**config.mk**
```make
export PLATFORM = sky130hd
export DESIGN_NAME = interleaver_read_ctrl
export DESIGN_NICKNAME = d
export VERILOG_FILES = /design/src/rtl/interleaver_read_ctrl.sv
export SDC_FILE = /design/constraint.sdc
export NUM_CORES = 1
export LEC_CHECK = 0
export CAP_MARGIN = 20
export CORE_AREA = 2 2 81 83
export CTS_CLUSTER_DIAMETER = 200
export DETAILED_ROUTE_END_ITERATION = 7
export DIE_AREA = 0 0 83 85
export PLACE_DENSITY = 0.9
export SYNTH_ARGS = -nofsm -noshare
export SYNTH_HDL_FRONTEND = slang
export SYNTH_SLANG_ARGS = --single-unit
export TNS_END_PERCENT = 5
```
**constraint.sdc**
```tcl
create_clock -name clk -period 5.3 [get_ports clk]
set_input_delay 1.325 -clock clk [delete_from_list [all_inputs] [get_ports clk]]
set_output_delay 1.325 -clock clk [all_outputs]
set_load 0.1 [all_outputs]
```
**src/rtl/interleaver_read_ctrl.sv**
```systemverilog
// Read-side address generator for the interleaver block buffer: streams the LTE QPP
// permutation pi(i) = (F1*i + F2*i^2) mod K over a valid/ready interface.
module interleaver_read_ctrl #(
  parameter int ADDR_W   = 13,
  parameter int K_SMALL  = 1056,
  parameter int K_LARGE  = 6144,
  parameter int F1_SMALL = 17,
  parameter int F2_SMALL = 66,
  parameter int F1_LARGE = 263,
  parameter int F2_LARGE = 480
) (
  input  logic              clk,
  input  logic              reset,
  input  logic              start,
  input  logic              block_size,
  output logic              busy,
  output logic [ADDR_W-1:0] rd_addr,
  output logic              rd_valid,
  input  logic              rd_ready,
  output logic              rd_last,
  output logic              done,
  output logic [1:0]        dbg_state
);

  // Stream handshake: a transfer happens on a rising edge where rd_valid && rd_ready.
  // While rd_valid is high and rd_ready low, rd_addr/rd_last/i hold; rd_valid only
  // drops after the transfer flagged by rd_last.

  typedef enum logic [1:0] {
    IDLE = 2'd0,
    RUN  = 2'd1
  } state_t;

  // First increment g(0) = pi(1) - pi(0) and second difference 2*F2, both reduced mod K.
  localparam logic [ADDR_W-1:0] K_S   = ADDR_W'(K_SMALL);
  localparam logic [ADDR_W-1:0] K_L   = ADDR_W'(K_LARGE);
  localparam logic [ADDR_W-1:0] G0_S  = ADDR_W'((F1_SMALL + F2_SMALL) % K_SMALL);
  localparam logic [ADDR_W-1:0] G0_L  = ADDR_W'((F1_LARGE + F2_LARGE) % K_LARGE);
  localparam logic [ADDR_W-1:0] D_S   = ADDR_W'((2 * F2_SMALL) % K_SMALL);
  localparam logic [ADDR_W-1:0] D_L   = ADDR_W'((2 * F2_LARGE) % K_LARGE);

  state_t            state;
  logic [ADDR_W-1:0] i_cnt;
  logic [ADDR_W-1:0] pi;
  logic [ADDR_W-1:0] g;
  logic [ADDR_W-1:0] k_reg;
  logic [ADDR_W-1:0] k_m1;
  logic [ADDR_W-1:0] d_reg;
  logic [ADDR_W-1:0] i_next;

  // Both operands are already < K, so a single conditional subtract reduces the sum.
  function automatic logic [ADDR_W-1:0] mod_add(input logic [ADDR_W-1:0] a,
                                                input logic [ADDR_W-1:0] b,
                                                input logic [ADDR_W-1:0] k);
    logic [ADDR_W:0] sum;
    sum = {1'b0, a} + {1'b0, b};
    if (sum >= {1'b0, k}) sum = sum - {1'b0, k};
    return sum[ADDR_W-1:0];
  endfunction

  assign i_next    = i_cnt + 1'b1;
  assign rd_addr   = pi;
  assign dbg_state = state;

  always_ff @(posedge clk or negedge reset) begin
    if (!reset) begin
      state    <= IDLE;
      busy     <= 1'b0;
      rd_valid <= 1'b0;
      rd_last  <= 1'b0;
      done     <= 1'b0;
      i_cnt    <= '0;
      pi       <= '0;
      g        <= '0;
      k_reg    <= '0;
      k_m1     <= '0;
      d_reg    <= '0;
    end else begin
      done <= 1'b0;
      case (state)
        IDLE: begin
          if (start) begin
            state    <= RUN;
            busy     <= 1'b1;
            rd_valid <= 1'b1;
            rd_last  <= 1'b0;
            i_cnt    <= '0;
            pi       <= '0;
            if (block_size) begin
              k_reg <= K_L;
              k_m1  <= K_L - 1'b1;
              g     <= G0_L;
              d_reg <= D_L;
            end else begin
              k_reg <= K_S;
              k_m1  <= K_S - 1'b1;
              g     <= G0_S;
              d_reg <= D_S;
            end
          end
        end
        RUN: begin
          if (rd_valid && rd_ready) begin
            if (rd_last) begin
              state    <= IDLE;
              busy     <= 1'b0;
              rd_valid <= 1'b0;
              rd_last  <= 1'b0;
              done     <= 1'b1;
            end else begin
              i_cnt   <= i_next;
              pi      <= mod_add(pi, g, k_reg);
              g       <= mod_add(g, d_reg, k_reg);
              rd_last <= (i_next == k_m1);
            end
          end
        end
        default: state <= IDLE;
      endcase
    end
  end

endmodule

```
==> results.yml <==
status:
  outcome: "complete, no violations"
synthesis:
  synth.cell_area_mm2: 0.00360
  synth.distinct_cells: 72
  synth_largest_area_cell: "dfrtp_1"
  synthFlopType: "dfrtp_1"
  avgSynthCellArea_um2: 8.46
  synth_seq_area_share_pct: 30.5
  synth-edff-count: 0
  synthCells: 426
  yosys_register_bits: 44
  synth.top_cell.area_share_pct: 30.5
  synth_warnings: 0
  netlist_top_cells_area: "dfrtp_1 (31%), ha_1 (10%), nand3_1 (5.1%)"
  syn_nets: 462
  async_reset_ff_share_pct: 100
critical_path:
  critical_path_class: "reg2reg"
  critPathLaunchType: "flip-flop"
  r2r_cells: 15
  worst_ep_required_time_ns: 5.49
  endpoint_kind: "flip-flop"
  crit_arrival_ns: 4.57
  r2r-start: "rd_addr[1]"
  worst-r2r-setup-slack_ns: 0.92
  path_max_fanout: 7
  rr_endpoint: "rd_addr[8]"
routing:
  first_pass_iters: 5
  wl_met2_um: 4400
  ant_nets: 0
  dr_wl_met3_um: 418
  wl_um: 8890
  wl_met1_um: 3880
  routedWlPerCell_um: 17.4
  via_per_inst: 6.48
  drtIter0Drc: 276
  num_vias: 3317
  drcViolationCount: 0
  top_layer: "met4"
placement:
  dpl.hpwl_um: 6370
  routabilityCongestion: 0.941
  dpl.cell_count: 503
  portBuffers: 22
finish:
  instances_no_fill: 512
  drive_gt1_share_pct: 6.90
  fillers: 512
  mostFrequentLayoutCells: "nand2_1 (46), dfrtp_1 (44), nand3_1 (37), o21ai_0 (31), ha_1 (30)"
  layout.nets: 470
  final_common_cell: "nand2_1"
  area_growth_pct: 9.96
  num_antenna_cells: 0
hold_path:
  min-delay-start: "i_cnt[5]"
  min_to: "i_cnt[5]"
  min_path_cells: 1
  hp-class: "reg2reg"
cts:
  clock-root-buffer: "clkbuf_8"
  h-tree-depth: 2
  clock_path_buffers: 2
  cts_hold_buf: 0
  clk_pin_slew_worst_paths_ns: 0.09
  cts_made_buffers: 5
  insertion_delay_ns: 0.30
  postCtsResizedCells: 0
  cts.sinks: 44
  cts_tree: "done"
  postCtsSetupBuffers: 0
floorplanning:
  initial_utilization_pct: 58.1
  die-area_mm2: 0.00706
  rows: 29
  die_w_um: 83
  io-pin-count: 24
  die_h_um: 85
  core_mm2: 0.00620
grt:
  grt_max_degree: 45
  antenna_found_initial: 0
  grt_overflow: 0
  grt_use_total_pct: 26.6
  grt_pass1_wl_um: 15600
  grt_pass1_vias: 3396
sta:
  worst-slew-pin-transition_ns: 0.977
  fmax_mhz: 228
  slew_viol_final: 0
  rsz0062_at_grt: "false"
  post-route-period-util_pct: 82.7
  finalSetupViolations: 0
  slew-limit-headroom_pct: 34.7
  fin_skew_ns: 0.00368
  min_period_ns: 4.38
  tns_ns: 0
  final_hold_viol_count: 0
flow_run:
  cap_violations: 0
==> kinds of logic (layout without fill, tap and decap cells) <==
group	after synthesis	in the layout	share of synthesized area (%)
xor+xnor	36	36	8.75
compound gates	109	109	20.9
simple gates	168	168	23.2
other cells	1	1	0.104
mux	6	6	1.74
flops	44	44	30.5
fa+ha+maj	31	31	11.0
buf+inv	31	40	3.82
==> routing by layer <==
metal,global-route usage [%],vias to the layer above
met5,0,-
met4,11.5,0
met3,4.47,16
met2,45.2,116
met1,33.7,1609
li1,-,1576
==> critical path: stages, from the launching register on <==
cell       delay, ns
dfrtp_1         0.45
ha_1            0.32
a211oi_1        0.46
o21ai_1         0.22
a2111oi_1       0.53
or2_2           0.21
xnor2_1         0.14
ha_1            0.34
a21oi_1         0.17
nor2_1          0.05
a2111oi_0       0.34
o31ai_1         0.14
a41oi_1         0.32
o21a_2          0.27
nor3_1          0.08
a211o_1         0.22
==> synth_stat cells (2+ instances only) <==
cell type  count
o31ai_1        7
buf_2          2
a211oi_1       3
a31oi_1        4
a21oi_1       20
and2_1         8
nand2_1       46
xor2_1        16
nor2b_1        2
clkbuf_1      16
nand2b_1       5
ha_1          30
and3_1         6
nand3_1       37
buf_4          3
inv_1          7
nor3_1        12
dfrtp_1       44
nor2_1        24
a21o_1         5
nand4_1       10
a221o_1        2
xnor2_1       20
o211ai_1       6
or2_2          5
a41oi_1        2
buf_1          2
o21ai_1        2
o21a_1         3
o21ai_0       31
nor4_1         2
mux2i_1        4
==> area by class of cell <==
| class | instances | area [um2] | share of cell area [%] |
|---|---|---|---|
| Multi-Input combinational cell | 351 | 2370 | 59.8 |
| Timing Repair Buffer | 25 | 250 | 6.31 |
| Clock buffer | 6 | 82.6 | 2.08 |
| Inverter | 7 | 26.3 | 0.663 |
| Sequential cell | 44 | 1100 | 27.8 |
| Tap cell | 77 | 96.3 | 2.43 |
| Clock inverter | 2 | 38.8 | 0.979 |
==> metrics by stage <==
stage / hold slack [ns] / setup WS [ns] / area, um2 / utilization, %
6_report: 0.546 / 0.917 / 3960 / 63.9
5_1_grt: 0.571 / 0.401 / 3960 / 63.9
4_1_cts: 0.548 / 0.973 / 3940 / 63.6
3_5_place_dp: 0.527 / 1.03 / 3820 / 61.6
3_3_place_gp: 0.505 / 1.22 / 3820 / 61.6
2_1_floorplan: 0.482 / 0.877 / 3600 / -
==> how the worst max path moves through the flow <==
stage	to	startpoint	depth (start not counted)	slack, ns
2_1_floorplan	rd_addr[8]	rd_addr[0]	17	0.88
3_5_place_dp	rd_addr[8]	rd_addr[1]	15	1.03
5_1_grt	rd_addr[9]	rd_addr[1]	15	0.40
3_3_place_gp	rd_addr[8]	rd_addr[1]	15	1.22
6_report	rd_addr[8]	rd_addr[1]	15	0.92
4_1_cts	rd_addr[9]	rd_addr[1]	15	0.97
Power is left out: the tool's default activity adds up to more than one toggle a clock period on the data nets, which glitch-free logic cannot reach.
